`config.mk`:
```
export PLATFORM = sky130hd
export DESIGN_NAME = pc_fetch_unit
export DESIGN_NICKNAME = d
export VERILOG_FILES = /design/src/rtl/mips_pkg.sv /design/src/rtl/pc_next_select.sv /design/src/rtl/pc_fetch_unit.sv
export SDC_FILE = /design/constraint.sdc
export NUM_CORES = 1
export LEC_CHECK = 0
export CAP_MARGIN = 20
export CELL_PAD_IN_SITES_DETAIL_PLACEMENT = 0
export CELL_PAD_IN_SITES_GLOBAL_PLACEMENT = 1
export CORE_UTILIZATION = 42
export DETAILED_ROUTE_END_ITERATION = 8
export MAX_ROUTING_LAYER = met4
export PLACE_DENSITY = 0.87
export SETUP_SLACK_MARGIN = 0.4
export SLEW_MARGIN = 20
export SYNTH_ARGS = -nofsm -noshare
export SYNTH_HDL_FRONTEND = slang
export SYNTH_HIERARCHICAL = 1
export SYNTH_SLANG_ARGS = --single-unit
```
`constraint.sdc`:
```
create_clock -name clk -period 2.8 [get_ports clk]
set_clock_uncertainty 0.1 [all_clocks]
set_input_delay 0.56 -clock clk [delete_from_list [all_inputs] [get_ports clk]]
set_output_delay 0.56 -clock clk [all_outputs]
set_load 0.1 [all_outputs]
```
`src/rtl/mips_pkg.sv`:
```
// mips_pkg: shared word type, fetch FSM state encodings and default
// address constants for the MIPS front end.
package mips_pkg;

    localparam int WORD_W = 32;

    typedef logic [WORD_W-1:0] word_t;

    localparam word_t DEFAULT_RESET_PC   = 32'h0000_0000;
    localparam word_t DEFAULT_EXC_VECTOR = 32'h0000_0020;

    // Fetch sequencer states, kept as plain constants so older tools that
    // only understand vectors can still read the netlist.
    localparam logic [1:0] ST_BOOT = 2'd0;
    localparam logic [1:0] ST_REQ  = 2'd1;
    localparam logic [1:0] ST_HOLD = 2'd2;

endpackage

```
`src/rtl/pc_next_select.sv`:
```
// pc_next_select: combinational next-PC selection for the fetch unit.
// Priority is exception > jump > branch > pending redirect > PC+1.
// It also reports whether a fresh redirect arrived this cycle and its target.
module pc_next_select
    import mips_pkg::*;
#(
    parameter word_t EXC_VECTOR = DEFAULT_EXC_VECTOR
) (
    input  logic  i_exc,
    input  logic  i_jmp,
    input  word_t i_jmp_target,
    input  logic  i_br_taken,
    input  word_t i_br_target,
    input  logic  i_redir_pend,
    input  word_t i_pend_target,
    input  word_t i_pc,
    output logic  o_redirect,
    output word_t o_redirect_target,
    output word_t o_pc_plus1,
    output word_t o_pc_next
);

    word_t w_pc_plus1;

    assign w_pc_plus1 = i_pc + 32'd1;
    assign o_pc_plus1 = w_pc_plus1;

    // Pick the highest-priority redirect, falling back to a pending one and then sequential fetch.
    always_comb begin
        o_redirect        = 1'b0;
        o_redirect_target = w_pc_plus1;
        o_pc_next         = w_pc_plus1;
        if (i_exc) begin
            o_redirect        = 1'b1;
            o_redirect_target = EXC_VECTOR;
        end else if (i_jmp) begin
            o_redirect        = 1'b1;
            o_redirect_target = i_jmp_target;
        end else if (i_br_taken) begin
            o_redirect        = 1'b1;
            o_redirect_target = i_br_target;
        end
        if (o_redirect) begin
            o_pc_next = o_redirect_target;
        end else if (i_redir_pend) begin
            o_pc_next = i_pend_target;
        end
    end

endmodule

```
`src/rtl/pc_fetch_unit.sv`:
```
// pc_fetch_unit: program counter and instruction fetch sequencer.
// Issues one outstanding instruction-memory request at a time, delivers
// fetched words to IF/ID through an output register, and parks one extra
// word when the output register is stalled so a completed request is never lost.
module pc_fetch_unit
    import mips_pkg::*;
#(
    parameter word_t RESET_PC   = DEFAULT_RESET_PC,
    parameter word_t EXC_VECTOR = DEFAULT_EXC_VECTOR
) (
    input  logic        clk,
    input  logic        rst_n,
    input  logic        stall_i,
    input  logic        br_taken_i,
    input  logic [31:0] br_target_i,
    input  logic        jmp_i,
    input  logic [31:0] jmp_target_i,
    input  logic        exc_i,
    output logic        imem_req_o,
    output logic [31:0] imem_addr_o,
    input  logic        imem_ack_i,
    input  logic [31:0] imem_rdata_i,
    output logic        if_valid_o,
    output logic [31:0] if_instr_o,
    output logic [31:0] if_pc_o,
    output logic [31:0] if_pc_plus1_o
);

    logic [1:0] r_state;
    word_t      r_pc;
    logic       r_redir_pend;
    word_t      r_redir_target;

    logic       r_valid;
    word_t      r_instr;
    word_t      r_if_pc;
    word_t      r_if_pc_plus1;

    word_t      r_park_instr;
    word_t      r_park_pc;
    word_t      r_park_plus1;

    logic       w_redirect;
    word_t      w_redirect_target;
    word_t      w_pc_plus1;
    word_t      w_pc_next;
    logic       w_consume;
    logic       w_free;
    logic       w_ack_req;
    logic       w_accept;
    logic       w_capture;
    logic       w_park;
    logic       w_unpark;

    pc_next_select #(
        .EXC_VECTOR (EXC_VECTOR)
    ) u_next (
        .i_exc             (exc_i),
        .i_jmp             (jmp_i),
        .i_jmp_target      (jmp_target_i),
        .i_br_taken        (br_taken_i),
        .i_br_target       (br_target_i),
        .i_redir_pend      (r_redir_pend),
        .i_pend_target     (r_redir_target),
        .i_pc              (r_pc),
        .o_redirect        (w_redirect),
        .o_redirect_target (w_redirect_target),
        .o_pc_plus1        (w_pc_plus1),
        .o_pc_next         (w_pc_next)
    );

    // A completed request delivers a real instruction only when no redirect
    // (new or pending) has made it wrong-path; it then either lands in the
    // output register (if that frees up this cycle) or parks until it does.
    assign w_consume = r_valid & ~stall_i;
    assign w_free    = ~r_valid | ~stall_i;
    assign w_ack_req = (r_state == ST_REQ) & imem_ack_i;
    assign w_accept  = w_ack_req & ~w_redirect & ~r_redir_pend;
    assign w_capture = w_accept & w_free;
    assign w_park    = w_accept & ~w_free;
    assign w_unpark  = (r_state == ST_HOLD) & w_consume & ~w_redirect;

    assign imem_req_o    = (r_state == ST_REQ);
    assign imem_addr_o   = r_pc;
    assign if_valid_o    = r_valid;
    assign if_instr_o    = r_instr;
    assign if_pc_o       = r_if_pc;
    assign if_pc_plus1_o = r_if_pc_plus1;

    // Fetch FSM, program counter and deferred-redirect bookkeeping.
    always_ff @(posedge clk or negedge rst_n) begin
        if (!rst_n) begin
            r_state        <= ST_BOOT;
            r_pc           <= RESET_PC;
            r_redir_pend   <= 1'b0;
            r_redir_target <= '0;
        end else begin
            case (r_state)
                ST_BOOT: begin
                    r_state <= ST_REQ;
                    if (w_redirect) begin
                        r_pc <= w_pc_next;
                    end
                end
                ST_REQ: begin
                    if (imem_ack_i) begin
                        r_pc         <= w_pc_next;
                        r_redir_pend <= 1'b0;
                        if (w_park) begin
                            r_state <= ST_HOLD;
                        end
                    end else if (w_redirect) begin
                        r_redir_pend   <= 1'b1;
                        r_redir_target <= w_redirect_target;
                    end
                end
                ST_HOLD: begin
                    if (w_redirect) begin
                        r_pc    <= w_pc_next;
                        r_state <= ST_REQ;
                    end else if (w_consume) begin
                        r_state <= ST_REQ;
                    end
                end
                default: begin
                    r_state <= ST_BOOT;
                end
            endcase
        end
    end

    // IF/ID output register: redirects flush it, fresh or parked words refill it, consumption empties it.
    always_ff @(posedge clk or negedge rst_n) begin
        if (!rst_n) begin
            r_valid       <= 1'b0;
            r_instr       <= '0;
            r_if_pc       <= '0;
            r_if_pc_plus1 <= '0;
        end else begin
            if (w_redirect) begin
                r_valid <= 1'b0;
            end else if (w_capture || w_unpark) begin
                r_valid <= 1'b1;
            end else if (w_consume) begin
                r_valid <= 1'b0;
            end
            if (w_capture) begin
                r_instr       <= imem_rdata_i;
                r_if_pc       <= r_pc;
                r_if_pc_plus1 <= w_pc_plus1;
            end else if (w_unpark) begin
                r_instr       <= r_park_instr;
                r_if_pc       <= r_park_pc;
                r_if_pc_plus1 <= r_park_plus1;
            end
        end
    end

    // Parking slot for a word that returned while the output register was stalled.
    always_ff @(posedge clk or negedge rst_n) begin
        if (!rst_n) begin
            r_park_instr <= '0;
            r_park_pc    <= '0;
            r_park_plus1 <= '0;
        end else if (w_park) begin
            r_park_instr <= imem_rdata_i;
            r_park_pc    <= r_pc;
            r_park_plus1 <= w_pc_plus1;
        end
    end

endmodule

```
==> reports/summary.txt <==
wire length of the first global-routing pass -> 64.0 mm
initial core utilization -> 0.427
RR Startpoint -> imem_addr_o[0]
register bit count reported by yosys -> 260
Detail Route Antenna Nets -> 0
count of buffers inserted at the top-level ports -> 232
number of buffers and inverters on the critical path -> 2
nature of the critical path startpoint -> flip-flop
standard cell with the maximum stage delay on the critical path -> dfrtp_4
cell count after synthesis -> 1246
share of synthesized flip-flops with an asynchronous set or reset -> 1.00
mean number of vias per cell -> 5.91
layout overhead on the synthesized area -> 38.5%
Clock Pin Slew Worst Setup and Hold Paths -> 60 ps
Top Family by Delay on Critical Path -> simple AND/OR/NAND/NOR gates
width of the die -> 179 um
top-count cell post-synth -> dfrtp_1
Hold Path Depth -> 1
worst-path fanout max -> 10
critical path endpoint category -> flip-flop
Worst Hold Launch -> r_park_instr[24]
# IOs -> 233
synth cell count leaders -> 260 x dfrtp_1, 213 x nand3_1, 131 x mux2_2
count of endpoints failing hold in the final timing report -> 0
DR DRC count -> 0
post-placement cell area -> 16200 sq um
number of rows in the core area -> 64
syn nets -> 1350
largest net degree at the start of global routing -> 64
estimated wirelength of the detail-placed design -> 26.4 mm
number of global-route vias before repair -> 11325
layout cell share with drive strength beyond 1 -> 0.352
leading cell types by total area after synthesis -> dfrtp_1 50%, mux2_2 11%, nand3_1 8.1%, o311ai_0 6.3%, inv_1 3.4%
Post-Syn Area per Cell -> 10.5 sq um
EDFF count, synth -> 0
data arrival time at the worst-slack endpoint -> 2790 ps
RR Endpoint -> imem_addr_o[26]
Slew Limit Headroom -> 0.496
antenna violations before repair -> 1
floorplan die area -> 31900 sq um
most frequently used flop master after synthesis -> dfrtp_1
path type of the worst min-delay path -> flip-flop to flip-flop
Die H -> 179 um
top-area cell type share of the netlist area -> 0.497
root buf cell -> clkbuf_16
data required time at the worst endpoint -> 3130 ps
number of vias in the routed layout -> 11607
H-tree levels -> 1
remaining global-route overflow -> 0
total count of max-transition violations in the final report -> 0
Worst Setup Slack post-DPL -> -150 ps
least setup slack across all paths after layout -> 333 ps
Reg2Reg Setup Slack -> 330 ps
fin nets -> 1648
GRT Util Overall -> 0.264
peak supply drop -> 0.564 mV
setup repair after global routing missed its margin -> true
fin crit share -> 0.881
CTS tree -> built
post-route cell area -> 18100 sq um
WL final -> 43.7 mm
TritonCTS buffer count -> 29
end point of the most critical hold path -> r_park_instr[24]
ordered cell list for the critical path -> buf_4 -> ha_4 -> nand4_1 -> or3_4 -> buf_12 -> nor4_4 -> xor2_1 -> a221o_1 -> mux2_2
post-layout utilization of the core -> 0.591
stage delay of the slowest cell on the critical path -> 410 ps
worst reg2reg path depth -> 9
Worst-Margin Slew -> 753 ps
number of sinks handled by clock tree synthesis -> 260
maxcap violations -> 0
Final min period -> 2470 ps
Post-Syn Area -> 13100 sq um
result of the run -> completed
placer's final routability congestion estimate -> 0.827
final-report setup violation count -> 0
Distinct cells, synth -> 64
power density normalized to cell area -> 760 nW/um^2
Design Power -> 0.0138 W
number of buffers on the longest clock path -> 3
source-to-sink clock delay at the later pin of the worst-skew pair -> 550 ps
Floorplan Core Area -> 30700 sq um
leakage power total -> 8.43 nW
sequential area share after synthesis -> 0.497
router iterations before antenna repair -> 6
YS warnings -> 6
iteration-0 DRC count of the detailed router -> 1157
wire length per cell -> 22.3 um
Max Clk Rate -> 0.405 GHz
cell type contributing the most total cell area after synthesis -> dfrtp_1
CP Class -> flip-flop to flip-flop
[per-stage QoR]
stage	hold WS (ps)	TNS, ps	std cells
finish	396	0	1963
CTS	398	0	1923
detailed placement	385	-11170	1840
global placement	371	-5820	1840
global route	414	0	1963
floorplan	164	0	1246
[logic make-up after synthesis]
family | Yosys count | share of synthesized area
AND/OR/NAND/NOR | 349 | 0.138
flip-flops | 260 | 0.497
buffers and inverters | 226 | 0.0699
AO/OA/AOI/OAI | 214 | 0.126
multiplexers | 170 | 0.151
XOR/XNOR | 26 | 0.0174
adder cells (fa/ha/maj) | 1 | 0.000955
[worst reg2reg max path, cell delays in order (launching register included)]
cell	delay (ps)
dfrtp_4	410
buf_4	120
ha_4	140
nand4_1	140
or3_4	370
buf_12	160
nor4_4	160
xor2_1	170
a221o_1	310
mux2_2	260
[cells in the final DEF, fill, tap and decap left out, types with 7 or more instances in the layout]
cell,instances
buf_12,20
nor2_1,38
o311ai_0,81
nand4_1,7
inv_1,115
nor3_1,12
dfrtp_2,7
o22ai_1,7
a21o_1,7
mux2_1,10
dfrtp_1,233
o311ai_1,14
mux2i_1,9
nand3_1,209
clkdlybuf4s50_1,99
a21oi_1,16
o21ai_0,25
mux2_2,129
mux2_4,22
dfrtp_4,20
buf_4,227
a22oi_1,18
clkbuf_16,38
nand2_1,29
a221o_1,7
nor4_4,8
clkinv_2,7
xor2_1,11
buf_6,11
[power by group]
| group | total [W] | switching [W] | internal, W |
|---|---|---|---|
| Clock | 0.00399 | 0.00159 | 0.00240 |
| Combinational | 0.00520 | 0.00396 | 0.00124 |
| Sequential | 0.00459 | 0.000345 | 0.00424 |
[metal layers]
metal  global-route usage  vias to the layer above  part of all wire
li1                     -                     5132                 -
met4               0.0943                        0             0.031
met5                    -                        -                 0
met1                0.360                     5871              0.43
met2                0.406                      500              0.47
met3               0.0315                      104             0.068
[flip-flops by register name, indices dropped and copies added, names as in the netlist]
register and cells:
if_instr_o 32, if_pc_o 32, if_pc_plus1_o 32, if_valid_o 1, imem_addr_o 32, r_park_instr 32, r_park_pc 32, r_park_plus1 32
r_redir_pend 1, r_redir_target 32, r_state 2
[how the worst max path moves through the flow]
stage	startpoint	to	slack (ps)	cells past startpoint
after floorplan	br_taken_i	r_park_instr[22]	5	12
after detailed placement	br_taken_i	imem_addr_o[27]	-150	9
after global routing	imem_addr_o[0]	imem_addr_o[26]	270	9
after CTS	imem_addr_o[0]	r_redir_target[28]	350	9
final	imem_addr_o[0]	imem_addr_o[26]	330	9
after global placement	br_taken_i	if_pc_o[23]	-70	9
[layout make-up]
class                      instances  area (sq um)
fill                            2533         12500
inverter                         119           449
clock inverter                    13           171
timing repair buffer             372          3550
multi-input combinational        762          6060
tap                              396           495
clock buffer                      40           817
sequential                       260          6590
antenna                            1          2.50
[repair_timing]
| action | CTS | global route |
|---|---|---|
| buffers inserted | 28 | 26 |
| pin swaps | 6 | 14 |
| hold buffers | 1 | 0 |
| gates cloned | 1 | 13 |
| resized for setup | 6 | 44 |
| hold endpoints to repair | 58 | 0 |
| endpoints found under the setup margin | 38 | 136 |
(Power assumes the default switching activity.)
